$ cat config.mk
export PLATFORM = sky130hd
export DESIGN_NAME = design1_cdma_sim_core
export DESIGN_NICKNAME = d
export VERILOG_FILES = /design/src/rtl/design1_cdma_sim_core_pkg.sv /design/src/rtl/design1_cdma_sim_core_regfile.sv /design/src/rtl/design1_cdma_sim_core.sv
export SDC_FILE = /design/constraint.sdc
export NUM_CORES = 2
export LEC_CHECK = 0
export ABC_AREA = 1
export CAP_MARGIN = 10
export CELL_PAD_IN_SITES_DETAIL_PLACEMENT = 2
export CELL_PAD_IN_SITES_GLOBAL_PLACEMENT = 2
export CORE_AREA = 5 5 468 470
export DETAILED_ROUTE_END_ITERATION = 6
export DIE_AREA = 0 0 473 475
export PLACE_DENSITY = 0.64
export SYNTH_ARGS = -nofsm -noshare
export SYNTH_HDL_FRONTEND = slang
export SYNTH_SLANG_ARGS = --single-unit
$ cat constraint.sdc
create_clock -name pl0_ref_clk -period 38 [get_ports pl0_ref_clk]
set_clock_uncertainty 0.2 [all_clocks]
set_input_delay 5.7 -clock pl0_ref_clk [delete_from_list [all_inputs] [get_ports pl0_ref_clk]]
set_output_delay 5.7 -clock pl0_ref_clk [all_outputs]
set_load 0.02 [all_outputs]
$ cat src/rtl/design1_cdma_sim_core_pkg.sv
`default_nettype none
// ============================================================================
// Module   : design1_cdma_sim_core_pkg
// Purpose  : Shared definitions for the simple-mode central DMA engine:
//            register offsets, CR/SR bit positions, response codes, FSM states.
// Revision : 1.0 - initial release
// ============================================================================
package design1_cdma_sim_core_pkg;

  // Register byte offsets inside the 256-byte window
  localparam logic [7:0] OFF_CR    = 8'h00;
  localparam logic [7:0] OFF_SR    = 8'h04;
  localparam logic [7:0] OFF_SA_LO = 8'h18;
  localparam logic [7:0] OFF_SA_HI = 8'h1C;
  localparam logic [7:0] OFF_DA_LO = 8'h20;
  localparam logic [7:0] OFF_DA_HI = 8'h24;
  localparam logic [7:0] OFF_BTT   = 8'h28;

  // Control register bits
  localparam int CR_SOFT_RST   = 2;
  localparam int CR_IOC_IRQ_EN = 12;
  localparam int CR_ERR_IRQ_EN = 14;

  // Status register bits
  localparam int SR_IDLE    = 1;
  localparam int SR_INT_ERR = 4;
  localparam int SR_SLV_ERR = 5;
  localparam int SR_DEC_ERR = 6;
  localparam int SR_IOC_IRQ = 12;
  localparam int SR_ERR_IRQ = 14;

  // Memory response encodings
  localparam logic [1:0] RESP_OKAY   = 2'b00;
  localparam logic [1:0] RESP_SLVERR = 2'b10;
  localparam logic [1:0] RESP_DECERR = 2'b11;

  // One memory beat moves one 64-byte line
  localparam int LINE_BYTES = 64;

  typedef enum logic [2:0] {
    ST_IDLE    = 3'd0,
    ST_RD_REQ  = 3'd1,
    ST_RD_WAIT = 3'd2,
    ST_WR_REQ  = 3'd3,
    ST_WR_WAIT = 3'd4,
    ST_DONE    = 3'd5
  } state_e;

  // Classify a non-OKAY response as {decode error, slave error}.
  // Any unexpected non-zero code is reported as a slave error.
  function automatic logic [1:0] resp_err_bits(input logic [1:0] resp);
    logic [1:0] bits;
    case (resp)
      RESP_OKAY:   bits = 2'b00;
      RESP_DECERR: bits = 2'b10;
      RESP_SLVERR: bits = 2'b01;
      default:     bits = 2'b01;
    endcase
    return bits;
  endfunction

endpackage
`default_nettype wire

$ cat src/rtl/design1_cdma_sim_core_regfile.sv
`default_nettype none
// ============================================================================
// Module   : cdma_regfile
// Purpose  : Register decode for the DMA engine: CR/SR/SA/DA/BTT storage,
//            start/alignment qualification, W1C status bits, level irq.
// Revision : 1.0 - initial release
// ============================================================================
module cdma_regfile
  import design1_cdma_sim_core_pkg::*;
#(
  parameter int ADDR_W = 44,
  parameter int BTT_W  = 26
) (
  input  logic              clk_i,
  input  logic              rst_i,
  input  logic              s_wr_valid_i,
  input  logic [7:0]        s_wr_addr_i,
  input  logic [31:0]       s_wr_data_i,
  input  logic              s_rd_valid_i,
  input  logic [7:0]        s_rd_addr_i,
  output logic [31:0]       s_rd_data_o,
  input  logic              idle_i,
  input  logic              set_ioc_i,
  input  logic              set_slv_err_i,
  input  logic              set_dec_err_i,
  output logic [ADDR_W-1:0] sa_o,
  output logic [ADDR_W-1:0] da_o,
  output logic              start_o,
  output logic              soft_rst_o,
  output logic              irq_o
);

  localparam int HI_W = ADDR_W - 32;

  logic [31:0]       cr_q;
  logic [ADDR_W-1:0] sa_q, da_q;
  logic [BTT_W-1:0]  btt_q;
  logic              int_err_q, slv_err_q, dec_err_q;
  logic              ioc_irq_q, err_irq_q, irq_q;
  logic [31:0]       rd_data_q, rd_mux;

  logic wr_cr, wr_sr, wr_btt, btt_accept, aligned, set_int_err;
  logic w1c_ioc, w1c_err, set_err;

  assign wr_cr      = s_wr_valid_i && (s_wr_addr_i == OFF_CR);
  assign wr_sr      = s_wr_valid_i && (s_wr_addr_i == OFF_SR);
  assign wr_btt     = s_wr_valid_i && (s_wr_addr_i == OFF_BTT);
  assign soft_rst_o = wr_cr && s_wr_data_i[CR_SOFT_RST];

  // A nonzero BTT write while idle is a start request; it only launches
  // the engine if source, destination and length are all line aligned.
  assign btt_accept  = wr_btt && idle_i && (s_wr_data_i[BTT_W-1:0] != '0);
  assign aligned     = (sa_q[5:0] == 6'd0) && (da_q[5:0] == 6'd0) && (s_wr_data_i[5:0] == 6'd0);
  assign start_o     = btt_accept && aligned;
  assign set_int_err = btt_accept && !aligned;

  assign w1c_ioc = wr_sr && s_wr_data_i[SR_IOC_IRQ];
  assign w1c_err = wr_sr && s_wr_data_i[SR_ERR_IRQ];
  assign set_err = set_int_err || set_slv_err_i || set_dec_err_i;

  // Register storage, sticky error flags, W1C interrupt bits and irq
  always_ff @(posedge clk_i or posedge rst_i) begin
    if (rst_i) begin
      cr_q      <= '0;
      sa_q      <= '0;
      da_q      <= '0;
      btt_q     <= '0;
      int_err_q <= 1'b0;
      slv_err_q <= 1'b0;
      dec_err_q <= 1'b0;
      ioc_irq_q <= 1'b0;
      err_irq_q <= 1'b0;
      irq_q     <= 1'b0;
    end else if (soft_rst_o) begin
      cr_q      <= '0;
      sa_q      <= '0;
      da_q      <= '0;
      btt_q     <= '0;
      int_err_q <= 1'b0;
      slv_err_q <= 1'b0;
      dec_err_q <= 1'b0;
      ioc_irq_q <= 1'b0;
      err_irq_q <= 1'b0;
      irq_q     <= 1'b0;
    end else begin
      if (wr_cr) cr_q <= s_wr_data_i;
      if (s_wr_valid_i && (s_wr_addr_i == OFF_SA_LO)) sa_q[31:0]       <= s_wr_data_i;
      if (s_wr_valid_i && (s_wr_addr_i == OFF_SA_HI)) sa_q[ADDR_W-1:32] <= s_wr_data_i[HI_W-1:0];
      if (s_wr_valid_i && (s_wr_addr_i == OFF_DA_LO)) da_q[31:0]       <= s_wr_data_i;
      if (s_wr_valid_i && (s_wr_addr_i == OFF_DA_HI)) da_q[ADDR_W-1:32] <= s_wr_data_i[HI_W-1:0];
      if (btt_accept) btt_q <= s_wr_data_i[BTT_W-1:0];
      int_err_q <= int_err_q | set_int_err;
      slv_err_q <= slv_err_q | set_slv_err_i;
      dec_err_q <= dec_err_q | set_dec_err_i;
      // A set in the same cycle as a clear wins
      ioc_irq_q <= (ioc_irq_q & ~w1c_ioc) | set_ioc_i;
      err_irq_q <= (err_irq_q & ~w1c_err) | set_err;
      irq_q     <= (ioc_irq_q & cr_q[CR_IOC_IRQ_EN]) | (err_irq_q & cr_q[CR_ERR_IRQ_EN]);
    end
  end

  // Read multiplexer; unmapped offsets read as zero
  always_comb begin
    rd_mux = '0;
    case (s_rd_addr_i)
      OFF_CR:    rd_mux = cr_q;
      OFF_SR: begin
        rd_mux[SR_IDLE]    = idle_i;
        rd_mux[SR_INT_ERR] = int_err_q;
        rd_mux[SR_SLV_ERR] = slv_err_q;
        rd_mux[SR_DEC_ERR] = dec_err_q;
        rd_mux[SR_IOC_IRQ] = ioc_irq_q;
        rd_mux[SR_ERR_IRQ] = err_irq_q;
      end
      OFF_SA_LO: rd_mux = sa_q[31:0];
      OFF_SA_HI: rd_mux[HI_W-1:0] = sa_q[ADDR_W-1:32];
      OFF_DA_LO: rd_mux = da_q[31:0];
      OFF_DA_HI: rd_mux[HI_W-1:0] = da_q[ADDR_W-1:32];
      OFF_BTT:   rd_mux[BTT_W-1:0] = btt_q;
      default:   rd_mux = '0;
    endcase
  end

  // Read data is presented the cycle after the read is accepted
  always_ff @(posedge clk_i or posedge rst_i) begin
    if (rst_i) begin
      rd_data_q <= '0;
    end else if (s_rd_valid_i) begin
      rd_data_q <= rd_mux;
    end
  end

  assign s_rd_data_o = rd_data_q;
  assign sa_o        = sa_q;
  assign da_o        = da_q;
  assign irq_o       = irq_q;

endmodule
`default_nettype wire

$ cat src/rtl/design1_cdma_sim_core.sv
`default_nettype none
// ============================================================================
// Module   : design1_cdma_sim_core
// Purpose  : Simple-mode central DMA: copies 64-byte lines from a source to a
//            destination region, one read/write pair per line.
// Revision : 1.0 - initial release
// ============================================================================
module design1_cdma_sim_core
  import design1_cdma_sim_core_pkg::*;
#(
  parameter int ADDR_W = 44,
  parameter int LINE_W = 512,
  parameter int BTT_W  = 26
) (
  input  logic              pl0_ref_clk,
  input  logic              pl_gen_reset,
  input  logic              s_wr_valid,
  output logic              s_wr_ready,
  input  logic [7:0]        s_wr_addr,
  input  logic [31:0]       s_wr_data,
  input  logic              s_rd_valid,
  output logic              s_rd_ready,
  input  logic [7:0]        s_rd_addr,
  output logic [31:0]       s_rd_data,
  output logic              m_rd_valid,
  input  logic              m_rd_ready,
  output logic [ADDR_W-1:0] m_rd_addr,
  input  logic              m_rdata_valid,
  input  logic [LINE_W-1:0] m_rdata,
  input  logic [1:0]        m_rresp,
  output logic              m_wr_valid,
  input  logic              m_wr_ready,
  output logic [ADDR_W-1:0] m_wr_addr,
  output logic [LINE_W-1:0] m_wdata,
  input  logic              m_bvalid,
  input  logic [1:0]        m_bresp,
  output logic              irq
);

  localparam logic [ADDR_W-1:0] ADDR_STEP = ADDR_W'(LINE_BYTES);
  localparam logic [BTT_W-1:0]  CNT_STEP  = BTT_W'(LINE_BYTES);

  state_e            state_q, state_d;
  logic [ADDR_W-1:0] src_q, src_d, dst_q, dst_d;
  logic [BTT_W-1:0]  rem_q, rem_d;
  logic [LINE_W-1:0] line_q, line_d;

  logic [ADDR_W-1:0] sa, da;
  logic              start, soft_rst, idle;
  logic              set_ioc, set_slv_err, set_dec_err;

  assign s_wr_ready = 1'b1;
  assign s_rd_ready = 1'b1;
  assign idle       = (state_q == ST_IDLE);

  cdma_regfile #(
    .ADDR_W (ADDR_W),
    .BTT_W  (BTT_W)
  ) u_regfile (
    .clk_i         (pl0_ref_clk),
    .rst_i         (pl_gen_reset),
    .s_wr_valid_i  (s_wr_valid),
    .s_wr_addr_i   (s_wr_addr),
    .s_wr_data_i   (s_wr_data),
    .s_rd_valid_i  (s_rd_valid),
    .s_rd_addr_i   (s_rd_addr),
    .s_rd_data_o   (s_rd_data),
    .idle_i        (idle),
    .set_ioc_i     (set_ioc),
    .set_slv_err_i (set_slv_err),
    .set_dec_err_i (set_dec_err),
    .sa_o          (sa),
    .da_o          (da),
    .start_o       (start),
    .soft_rst_o    (soft_rst),
    .irq_o         (irq)
  );

  // Transfer FSM next-state, datapath updates and request outputs
  always_comb begin
    state_d     = state_q;
    src_d       = src_q;
    dst_d       = dst_q;
    rem_d       = rem_q;
    line_d      = line_q;
    m_rd_valid  = 1'b0;
    m_wr_valid  = 1'b0;
    set_ioc     = 1'b0;
    set_slv_err = 1'b0;
    set_dec_err = 1'b0;
    case (state_q)
      ST_IDLE: begin
        if (start) begin
          src_d   = sa;
          dst_d   = da;
          rem_d   = s_wr_data[BTT_W-1:0];
          state_d = ST_RD_REQ;
        end
      end
      ST_RD_REQ: begin
        m_rd_valid = 1'b1;
        if (m_rd_ready) state_d = ST_RD_WAIT;
      end
      ST_RD_WAIT: begin
        if (m_rdata_valid) begin
          if (m_rresp != RESP_OKAY) begin
            {set_dec_err, set_slv_err} = resp_err_bits(m_rresp);
            state_d = ST_IDLE;
          end else begin
            line_d  = m_rdata;
            state_d = ST_WR_REQ;
          end
        end
      end
      ST_WR_REQ: begin
        m_wr_valid = 1'b1;
        if (m_wr_ready) state_d = ST_WR_WAIT;
      end
      ST_WR_WAIT: begin
        if (m_bvalid) begin
          if (m_bresp != RESP_OKAY) begin
            {set_dec_err, set_slv_err} = resp_err_bits(m_bresp);
            state_d = ST_IDLE;
          end else begin
            src_d   = src_q + ADDR_STEP;
            dst_d   = dst_q + ADDR_STEP;
            rem_d   = rem_q - CNT_STEP;
            state_d = (rem_q == CNT_STEP) ? ST_DONE : ST_RD_REQ;
          end
        end
      end
      ST_DONE: begin
        set_ioc = 1'b1;
        state_d = ST_IDLE;
      end
      default: state_d = ST_IDLE;
    endcase
  end

  // FSM and datapath registers; soft reset drops any outstanding request
  always_ff @(posedge pl0_ref_clk or posedge pl_gen_reset) begin
    if (pl_gen_reset) begin
      state_q <= ST_IDLE;
      src_q   <= '0;
      dst_q   <= '0;
      rem_q   <= '0;
      line_q  <= '0;
    end else if (soft_rst) begin
      state_q <= ST_IDLE;
      src_q   <= '0;
      dst_q   <= '0;
      rem_q   <= '0;
      line_q  <= '0;
    end else begin
      state_q <= state_d;
      src_q   <= src_d;
      dst_q   <= dst_d;
      rem_q   <= rem_d;
      line_q  <= line_d;
    end
  end

  assign m_rd_addr = src_q;
  assign m_wr_addr = dst_q;
  assign m_wdata   = line_q;

endmodule
`default_nettype wire

==> impl_metrics.csv <==
group,metric,value,unit
yosys,ys_types,44,
clock_network,htree_levels,3,
detailed_routing,drt-total-wl,253,mm
detailed_routing,drc,0,
clock_network,cts_tree,"done",
yosys,synth_area,36600,sq um
placed_design,detailed_place_hpwl,205,mm
sta,slew_headroom,0.254,
yosys,synth_seq_cells,813,
yosys,synth.top_cells.by_area,"dfrtp_1, nand3_1, inv_1, nand2_1, o21ai_0",
floorplanning,fp.dieW,473,microns
global_routing,globalRouteTotalUtil,0.217,
placed_design,numPortBuffers,1206,
run,maxCapViolations,0,
detailed_routing,drtIter0Drc,2208,
critical_path,cp_max_fo,115,
floorplanning,row_count,170,
yosys,yosysTopAreaCell,"dfrtp_1",
cells_and_area,instances_no_fill,8426,
sta,fmax,91.9,MHz
detailed_routing,avgViaCountPerCell,4.40,
power,ir_drop,45.0,uV
global_routing,grt_pass1_wl,339,mm
yosys,synth_most_common_cell,"dfrtp_1",
detailed_routing,drt_pass1_iterations,5,
sta,rsz0062_at_grt,"false",
yosys,yosys_warnings,0,
sta,hold_violations,0,
placed_design,gp_congestion,0.912,
yosys,synth.top_cell.area_share,0.555,
floorplanning,dieArea,225000,sq um
sta,setup_violations,0,
detailed_routing,ant_nets,0,
critical_path,required,38.45,ns
floorplanning,start_util,0.171,
clock_network,ctsHoldBuffers,0,
global_routing,antenna_found_initial,171,
yosys,synth_common_cells,"dfrtp_1, inv_1, nand3_1",
floorplanning,die_h,475,microns
detailed_routing,via_count,37000,
clock_network,cts_setup_buffers,0,
yosys,synthesis.instances,4371,
placed_design,place_inst,8203,
yosys,async_reset_ff_frac,1.00,
clock_network,worstSkewPairLatency,0.76,ns
sta,period_share,0.286,
global_routing,grt_pass1_vias,39100,
clock_network,cts_max_path_buffers,3,
clock_network,path_clk_slew,0.06,ns
floorplanning,io_pins,1209,
cells_and_area,layout-drive-gt1-share,0.0443,
outcome,status,"finished clean",
floorplanning,core-area,214000,sq um
yosys,synth.avg_cell_area,8.38,sq um
sta,worst_pin_slew,1.12,ns
sta,slew_viol_final,0,
detailed_routing,routedWlPerCell,30.0,microns
min_path,hold_path.class,"flop to flop",
power,p_per_area,83.8,nW/um^2
clock_network,cts_root_buf,"clkbuf_16",
global_routing,grt_max_degree,136,
yosys,synth_edf_count,0,
critical_path,end_kind,"flop",
critical_path,worstPathArrival,11.33,ns
critical_path,criticalPathCategory,"primary input to flop",
clock_network,cts_buffers,106,
critical_path,start_kind,"primary input",
yosys,synth_ff_type,"dfrtp_1",
yosys,ys_seq_area_frac,0.555,
clock_network,cts_resized,0,
global_routing,grt_overflow,0,
cells_and_area,area_growth,50.5,%
cells_and_area,layout.nets,6053,
sta,final.setup.tns,0,ns
power,p_leak,24.4,nW
clock_network,clock_sinks,813,
sta,period_minus_slack,10.88,ns
state kept, by name (all words and copies together), names as in the netlist:
register	count
u_regfile.irq_o	1
u_regfile.cr_q	32
m_wr_addr	44
u_regfile.ioc_irq_q	1
u_regfile.dec_err_q	1
m_wdata	512
m_rd_addr	44
state_q	3
u_regfile.btt_q	26
u_regfile.s_rd_data_o	32
rem_q	26
u_regfile.slv_err_q	1
u_regfile.sa_o	44
u_regfile.err_irq_q	1
u_regfile.int_err_q	1
u_regfile.da_o	44
through the flow:
| stage | instance area [sq um] | setup WS [ns] | util | power [mW] | hold WS, ns |
|---|---|---|---|---|---|
| 2_1_floorplan | 36600 | 9.27 | - | 2.30 | 0.249 |
| 3_3_place_gp | 51400 | 26.58 | 0.240 | 3.58 | 0.264 |
| 3_5_place_dp | 51400 | 26.50 | 0.240 | 3.63 | 0.272 |
| 4_1_cts | 55000 | 27.28 | 0.257 | 4.71 | 0.288 |
| 5_1_grt | 55100 | 26.72 | 0.257 | 4.84 | 0.308 |
| 6_report | 55100 | 27.12 | 0.258 | 4.62 | 0.281 |
cell families after synthesis:
| logic type | synth area share |
|---|---|
| AND/OR/NAND/NOR | 0.187 |
| buffers and inverters | 0.111 |
| AO/OA/AOI/OAI | 0.134 |
| flip-flops | 0.555 |
| XOR/XNOR | 0.00932 |
| adder cells (fa/ha/maj) | 0.00273 |
| other | 0.000102 |
critical path, stage by stage:
cell             delay [ns]
clkdlybuf4s50_1        0.62
nand2_1                0.11
nor2_2                 0.29
nand3_4                0.41
clkinv_2               0.33
a31o_4                 0.60
buf_4                  0.80
buf_4                  0.89
buf_4                  0.87
nand3_1                0.21
o21ai_0                0.18
routing by layer:
layer  share of wire  track usage
met1            0.36        0.232
met2            0.51        0.389
met3           0.083       0.0783
met4           0.042       0.0852
met5          0.0037            0
layout make-up:
class / instances / area (sq um)
fill: 24500 / 159000
inverter: 755 / 2840
clock inverter: 33 / 448
clock buffer: 160 / 3160
multi-input combinational: 2540 / 12200
sequential: 813 / 20300
tap: 2838 / 3550
timing repair buffer: 1257 / 12500
antenna: 30 / 75.1
power breakdown:
part           total (mW)  switching, mW  leakage [nW]  internal [mW]
logic                2.07           1.28          13.3          0.791
registers            1.50          0.283          9.29           1.21
clock network        1.05          0.442          1.77          0.609
total                4.62           2.01          24.4           2.61
placed cells by master (no fill, tap or decap), types with 4 or more instances in the layout:
cell type / synthesis / routed
nor2_4: 3 / 4
xor2_1: 36 / 36
a22oi_1: 15 / 15
clkdlybuf4s50_1: 0 / 1205
clkbuf_1: 171 / 24
o21ai_0: 429 / 429
a211oi_1: 4 / 4
inv_1: 748 / 746
a21oi_1: 37 / 37
clkbuf_16: 0 / 106
diode_2: 0 / 30
nand3b_1: 8 / 8
clkinv_16: 0 / 5
o21ai_1: 285 / 285
or2_2: 5 / 5
nand3_1: 641 / 639
clkbuf_8: 0 / 30
nor2_1: 231 / 229
o22ai_1: 139 / 139
clkinv_2: 1 / 18
dfrtp_1: 813 / 813
nand4_1: 21 / 21
nand2_1: 625 / 625
buf_4: 49 / 50
ha_1: 8 / 8
inv_2: 4 / 4
bufinv_16: 0 / 5
nor3_1: 20 / 19
a31oi_1: 9 / 9
path summary, 6_finish.rpt:
check / startpoint / endpoint / slack [ns] / depth (start not counted)
max: s_wr_valid / m_wdata[165]$_DFFE_PP0P_ / 27.12 / 11
min in group asynchronous: pl_gen_reset / m_wdata[291]$_DFFE_PP0P_ / 5.30 / 2
min: u_regfile.s_rd_data_o[31]$_DFFE_PP0P_ / u_regfile.s_rd_data_o[31]$_DFFE_PP0P_ / 0.28 / 2
min reg2reg: u_regfile.s_rd_data_o[31]$_DFFE_PP0P_ / u_regfile.s_rd_data_o[31]$_DFFE_PP0P_ / 0.28 / 2
max in group asynchronous: pl_gen_reset / m_wdata[20]$_DFFE_PP0P_ / 29.08 / 5
max reg2reg: state_q[0]$_DFFE_PP0P_ / m_wdata[165]$_DFFE_PP0P_ / 32.61 / 7
(Power assumes the default switching activity.)
